==> src/rtl/ofmap_streamer.sv <==
// Streams the cnn_accelerator output feature map in raster order on a valid/ready link.
// Optional OFMAP_STREAM_CHECKSUM_EN adds a 16-bit running sum of accepted pixels.
module ofmap_streamer #(
  parameter int unsigned OFMAP_HEIGHT = 128,
  parameter int unsigned OFMAP_WIDTH  = 128,
  parameter int unsigned DATA_WIDTH   = 8,
  parameter int unsigned ROW_W        = (OFMAP_HEIGHT > 1) ? $clog2(OFMAP_HEIGHT) : 1,
  parameter int unsigned COL_W        = (OFMAP_WIDTH > 1) ? $clog2(OFMAP_WIDTH) : 1
) (
  input  logic                  clk,
  input  logic                  reset,
  input  logic                  start,
  output logic                  rd_en,
  output logic [ROW_W-1:0]      rd_row,
  output logic [COL_W-1:0]      rd_col,
  input  logic [DATA_WIDTH-1:0] rd_data,
  output logic                  m_valid,
  input  logic                  m_ready,
  output logic [DATA_WIDTH-1:0] m_data,
  output logic                  m_sof,
  output logic                  m_eol,
  output logic                  m_last,
  output logic                  busy,
  output logic                  frame_done
`ifdef OFMAP_STREAM_CHECKSUM_EN
  ,
  output logic [15:0]           checksum
`endif
);

  localparam logic [ROW_W-1:0] RowMax = ROW_W'(OFMAP_HEIGHT - 1);
  localparam logic [COL_W-1:0] ColMax = COL_W'(OFMAP_WIDTH - 1);

  typedef enum logic [1:0] {StIdle, StIssue, StDrain} state_e;

  typedef struct packed {
    logic                  last;
    logic                  eol;
    logic                  sof;
    logic [DATA_WIDTH-1:0] data;
  } beat_t;

  state_e           state_q;
  logic [ROW_W-1:0] row_q;
  logic [COL_W-1:0] col_q;
  logic             inflight_q;
  logic             inf_sof_q;
  logic             inf_eol_q;
  logic             inf_last_q;
  beat_t            fifo_q [2];
  logic             wr_ptr_q;
  logic             rd_ptr_q;
  logic [1:0]       count_q;
  logic             frame_done_q;
`ifdef OFMAP_STREAM_CHECKSUM_EN
  logic [15:0]      checksum_q;
`endif

  beat_t      head;
  logic       push;
  logic       pop;
  logic       col_last;
  logic       row_last;
  logic [2:0] credit_sum;

  always_comb begin
    head       = fifo_q[rd_ptr_q];
    push       = inflight_q;
    pop        = (count_q != 2'd0) & m_ready;
    col_last   = (col_q == ColMax);
    row_last   = (row_q == RowMax);
    // The read issued now lands in the FIFO two edges later, after at most one more pop.
    credit_sum = {1'b0, count_q} + {2'b00, inflight_q} - {2'b00, pop};
    rd_en      = (state_q == StIssue) && (credit_sum < 3'd2);
  end

  always_ff @(posedge clk) begin
    if (!reset) begin
      state_q      <= StIdle;
      row_q        <= '0;
      col_q        <= '0;
      inflight_q   <= 1'b0;
      inf_sof_q    <= 1'b0;
      inf_eol_q    <= 1'b0;
      inf_last_q   <= 1'b0;
      fifo_q[0]    <= '0;
      fifo_q[1]    <= '0;
      wr_ptr_q     <= 1'b0;
      rd_ptr_q     <= 1'b0;
      count_q      <= 2'd0;
      frame_done_q <= 1'b0;
`ifdef OFMAP_STREAM_CHECKSUM_EN
      checksum_q   <= '0;
`endif
    end else begin
      frame_done_q <= 1'b0;
      inflight_q   <= rd_en;
      inf_sof_q    <= (row_q == '0) && (col_q == '0);
      inf_eol_q    <= col_last;
      inf_last_q   <= col_last && row_last;

`ifdef OFMAP_STREAM_CHECKSUM_EN
      if (pop) begin
        checksum_q <= checksum_q + 16'(head.data);
      end
`endif

      case (state_q)
        StIdle: begin
          if (start) begin
            state_q <= StIssue;
            row_q   <= '0;
            col_q   <= '0;
`ifdef OFMAP_STREAM_CHECKSUM_EN
            checksum_q <= '0;
`endif
          end
        end
        StIssue: begin
          if (rd_en) begin
            if (col_last) begin
              col_q <= '0;
              if (row_last) begin
                row_q   <= '0;
                state_q <= StDrain;
              end else begin
                row_q <= row_q + ROW_W'(1);
              end
            end else begin
              col_q <= col_q + COL_W'(1);
            end
          end
        end
        StDrain: begin
          if (pop && head.last) begin
            state_q      <= StIdle;
            frame_done_q <= 1'b1;
          end
        end
        default: state_q <= StIdle;
      endcase

      // Flags ride alongside the pixel so backpressure cannot separate them.
      if (push) begin
        fifo_q[wr_ptr_q] <= {inf_last_q, inf_eol_q, inf_sof_q, rd_data};
        wr_ptr_q         <= ~wr_ptr_q;
      end
      if (pop) begin
        rd_ptr_q <= ~rd_ptr_q;
      end
      count_q <= count_q + {1'b0, push} - {1'b0, pop};
    end
  end

  assign rd_row     = row_q;
  assign rd_col     = col_q;
  assign m_valid    = (count_q != 2'd0);
  assign m_data     = head.data;
  assign m_sof      = m_valid & head.sof;
  assign m_eol      = m_valid & head.eol;
  assign m_last     = m_valid & head.last;
  assign busy       = (state_q != StIdle);
  assign frame_done = frame_done_q;
`ifdef OFMAP_STREAM_CHECKSUM_EN
  assign checksum   = checksum_q;
`endif

endmodule

==> config.mk <==
export PLATFORM = sky130hd
export DESIGN_NAME = ofmap_streamer
export DESIGN_NICKNAME = d
export VERILOG_FILES = /design/src/rtl/ofmap_streamer.sv
export SDC_FILE = /design/constraint.sdc
export NUM_CORES = 1
export LEC_CHECK = 0
export BUFFER_PORTS_ARGS = -buffer_cell sky130_fd_sc_hd__buf_2
export CAP_MARGIN = 20
export CORE_ASPECT_RATIO = 1.1
export CORE_MARGIN = 2
export CORE_UTILIZATION = 55
export CTS_CLUSTER_DIAMETER = 40
export DETAILED_ROUTE_END_ITERATION = 8
export PLACE_DENSITY = 0.76
export SYNTH_ARGS = -nofsm -noshare
export SYNTH_HDL_FRONTEND = slang
export SYNTH_SLANG_ARGS = --single-unit
==> constraint.sdc <==
create_clock -name clk -period 3.85 [get_ports clk]
set_input_delay 0.77 -clock clk [delete_from_list [all_inputs] [get_ports clk]]
set_output_delay 0.77 -clock clk [all_outputs]
set_load 0.02 [all_outputs]
==> flow_summary.rst <==
.. list-table::
   :header-rows: 1

   * - Metric
     - Value
   * - Top-count cell post-synth
     - sky130_fd_sc_hd__dfxtp_1
   * - Post-placement cell area
     - 2550 sq um
   * - Power density relative to cell area
     - 532 nW/um^2
   * - Post-route DRC
     - 0
   * - Data arrival time at the worst-slack endpoint
     - 2.70 ns
   * - Fin. Hold Viols
     - 0
   * - Floorplan row count
     - 24
   * - Status
     - complete, no violations
   * - CTS buffer count
     - 5
   * - Highest ir drop seen on vdd
     - 0.363 mV
   * - Post-placement setup slack
     - 0.379 ns
   * - Maximum count of clock buffers along a single path
     - 2
   * - Count of nets left with antenna violations after detail routing
     - 0
   * - Hold bufs inserted after CTS
     - 0
   * - I/O Pins
     - 41
   * - Aggregate negative setup slack
     - 0 ns
   * - Synthesized net count
     - 244
   * - Per-cell routed wire length
     - 14.3 um
   * - Post-synthesis register bit count
     - 48
   * - Top achievable clock speed
     - 288 MHz
   * - Worst path required time
     - 3.08 ns
   * - Overflow left after global routing
     - 0
   * - Setup repair after global routing missed its margin
     - false
   * - Total clock sinks
     - 48
   * - Dominant register cell in the synthesized netlist
     - sky130_fd_sc_hd__dfxtp_1
   * - Diodes inserted
     - 0
   * - Gpl congestion
     - 0.814
   * - Area growth from synthesis to final layout
     - 15.1%
   * - Die width
     - 65.7 um
   * - Most common library cells after synthesis
     - sky130_fd_sc_hd__dfxtp_1 (26), sky130_fd_sc_hd__and2_1 (25), sky130_fd_sc_hd__edfxtp_1 (22), sky130_fd_sc_hd__inv_1 (17), sky130_fd_sc_hd__nor2_1 (16)
   * - Number of H-tree levels
     - 2
   * - Via density per instance
     - 5.48
   * - Tightest Pin Transition
     - 0.914 ns
   * - Fin area
     - 2650 sq um
   * - Fill count
     - 352
   * - Cells taking the most area after synthesis
     - sky130_fd_sc_hd__edfxtp_1 (29%), sky130_fd_sc_hd__dfxtp_1 (23%), sky130_fd_sc_hd__and2_1 (6.8%)
   * - Overall die height
     - 71.9 um
   * - Fraction of layout cells with a size suffix above 1
     - 0.241
   * - Max_slew headroom
     - 0.386
   * - Number of max-cap violations
     - 0
   * - Synth async-reset ratio
     - 0
   * - Clk slew on worst S/H paths
     - 0.09 ns
   * - Average footprint of a synthesized cell
     - 10.2 sq um
   * - Area of the placeable core
     - 3990 sq um
   * - Initial cell density of the core
     - 0.577
   * - Clock tree from TritonCTS
     - yes
   * - Number of cells upsized or downsized after cts
     - 0
   * - Wire length of the first global-routing pass
     - 7590 um
   * - Number of instances in the synthesized netlist
     - 225
   * - Final routed wirelength across all metal layers
     - 4540 um
   * - Layout Nets
     - 284
   * - Worst Setup End Kind
     - primary output
   * - Buffers added on ports
     - 40
   * - Worst-skew pair later-pin latency
     - 0.30 ns
   * - Final hold slack
     - 0.531 ns
   * - Kind of start point of the critical path
     - flop
   * - Crit Path Max Fanout
     - 5
   * - Clk Tree Root Cell
     - sky130_fd_sc_hd__clkbuf_8
   * - Number of synthesis warnings
     - 0
   * - Synth top area share
     - 0.287
   * - Count of final max-slew check failures
     - 0
   * - Post-synth design cell area
     - 2300 sq um
   * - Final period utilization
     - 0.900
   * - Via count of the first global-routing pass
     - 1,663
   * - Count of vias placed by the detailed router
     - 1,742
   * - Maximum number of pins on one net before global-route repair
     - 22
   * - Number of enable flip-flop cells after synthesis
     - 22
   * - First DRT Iteration DRCs
     - 118
   * - Number of iterations in the first detailed-routing pass
     - 5
   * - Global routing usage summed across all routing layers
     - 0.210
   * - Cell variety after synth
     - 44
   * - Final setup skew
     - 0.00502 ns
   * - Min Tclk post-route
     - 3.47 ns
   * - Post-route worst setup slack
     - 0.384 ns
   * - Type of the worst setup path
     - flop to primary output
   * - Buffers inserted by post-CTS timing repair
     - 0
   * - Leakage Power
     - 1.10 nW
   * - Cell accounting for the most synthesized area
     - sky130_fd_sc_hd__edfxtp_1
   * - Number of antenna violations at the first check in global routing
     - 0
   * - Worst Hold Class
     - flop to flop
   * - Final HPWL from detailed placement
     - 3160 um
   * - Sequential share of the synthesized area
     - 0.512
   * - Setup violations, final
     - 0
   * - Die outline area
     - 4720 sq um
[per-stage QoR]
| stage | total power, mW | utilization | std cells |
|---|---|---|---|
| 2_1_floorplan | 0.958 | - | 225 |
| 6_report | 1.41 | 0.664 | 318 |
| 4_1_cts | 1.42 | 0.664 | 318 |
| 3_5_place_dp | 1.07 | 0.638 | 310 |
| 3_3_place_gp | 1.06 | 0.638 | 310 |
| 5_1_grt | 1.50 | 0.664 | 318 |
[worst paths after layout]
path	startpoint	end	slack, ns	depth (start not counted)
hold / removal	rd_col[5]	rd_col[5]	0.53	2
setup reg to reg	count_q[1]	rd_row[6]	0.66	10
hold reg to reg	rd_col[5]	rd_col[5]	0.53	2
setup / recovery	count_q[1]	rd_en	0.38	9
[cell families (layout without fill, tap and decap cells)]
logic type | count (synthesis) | count (layout) | synth area share
xor gates and xnor gates | 5 | 5 | 0.0190
muxes | 11 | 11 | 0.0521
DFF | 48 | 48 | 0.512
and+or+nand+nor | 94 | 94 | 0.230
buffers and inverters | 25 | 66 | 0.0413
AOI/OAI and AO/OA | 35 | 35 | 0.104
adders and majority gates | 7 | 7 | 0.0413
[cell usage in the layout (no fill, tap or decap), types with 2 or more instances in the layout]
| cell | netlist | routed |
|---|---|---|
| sky130_fd_sc_hd__buf_2 | 1 | 40 |
| sky130_fd_sc_hd__dfxtp_1 | 26 | 26 |
| sky130_fd_sc_hd__and2_1 | 25 | 25 |
| sky130_fd_sc_hd__edfxtp_1 | 22 | 22 |
| sky130_fd_sc_hd__inv_1 | 17 | 17 |
| sky130_fd_sc_hd__nor2_1 | 16 | 16 |
| sky130_fd_sc_hd__nand2_1 | 11 | 11 |
| sky130_fd_sc_hd__o21ai_0 | 10 | 10 |
| sky130_fd_sc_hd__nor3_1 | 9 | 9 |
| sky130_fd_sc_hd__mux2_2 | 8 | 8 |
| sky130_fd_sc_hd__nand3_1 | 8 | 8 |
| sky130_fd_sc_hd__a21oi_1 | 7 | 7 |
| sky130_fd_sc_hd__ha_1 | 6 | 6 |
| sky130_fd_sc_hd__clkbuf_8 | 0 | 5 |
| sky130_fd_sc_hd__nor4_1 | 4 | 4 |
| sky130_fd_sc_hd__or4_1 | 4 | 4 |
| sky130_fd_sc_hd__mux2i_1 | 3 | 3 |
| sky130_fd_sc_hd__xnor2_1 | 3 | 3 |
| sky130_fd_sc_hd__o21a_1 | 3 | 3 |
| sky130_fd_sc_hd__or2_2 | 2 | 2 |
| sky130_fd_sc_hd__and3_1 | 2 | 2 |
| sky130_fd_sc_hd__nand2b_1 | 2 | 2 |
| sky130_fd_sc_hd__xor2_1 | 2 | 2 |
| sky130_fd_sc_hd__nor3b_1 | 2 | 2 |
| sky130_fd_sc_hd__nor2b_1 | 2 | 2 |
| sky130_fd_sc_hd__nand4_1 | 2 | 2 |
| sky130_fd_sc_hd__a31o_2 | 2 | 2 |
| sky130_fd_sc_hd__o211ai_1 | 2 | 2 |
| sky130_fd_sc_hd__a32o_1 | 2 | 2 |
| sky130_fd_sc_hd__clkinv_1 | 0 | 2 |
[cell type report]
cell class / instances / area [sq um] / area share
clock inverters: 3 / 37.5 / 0.0142
inverters: 17 / 63.8 / 0.0241
repair buffers: 41 / 208 / 0.0783
flip-flops and latches: 48 / 1180 / 0.445
well taps: 52 / 65.1 / 0.0245
multi-input cells: 152 / 1030 / 0.388
clock buffers: 5 / 68.8 / 0.0259
[report_power, final]
part | total (mW) | internal, mW | switching (mW) | leakage (nW)
combinational | 0.414 | 0.163 | 0.251 | 0.606
sequential | 0.642 | 0.591 | 0.0513 | 0.440
clock | 0.357 | 0.189 | 0.167 | 0.0532
total | 1.41 | 0.943 | 0.470 | 1.10
[routing by layer]
metal,GRT usage,routed length (um),share of wire
met1,0.245,1810,0.40
met4,0.0602,47,0.010
met5,0,0,0
met3,0.0527,248,0.055
met2,0.380,2440,0.54
[registers in the layout, indices dropped and copies added (netlist names), 2 cells and up, named ones only]
signal   flops
count_q      2
fifo_q      22
rd_col       7
rd_row       7
state_q      2
[worst max-delay path, cell delays in order, from the launching register on]
cell and delay, ns:
sky130_fd_sc_hd__dfxtp_1 0.37, sky130_fd_sc_hd__o21ai_0 0.36, sky130_fd_sc_hd__inv_1 0.08, sky130_fd_sc_hd__ha_1 0.28, sky130_fd_sc_hd__inv_1 0.04, sky130_fd_sc_hd__ha_1 0.18, sky130_fd_sc_hd__fa_1 0.41, sky130_fd_sc_hd__xnor2_1 0.16
sky130_fd_sc_hd__nor3_1 0.29, sky130_fd_sc_hd__buf_2 0.24
Power figures use the tool's default switching activity.
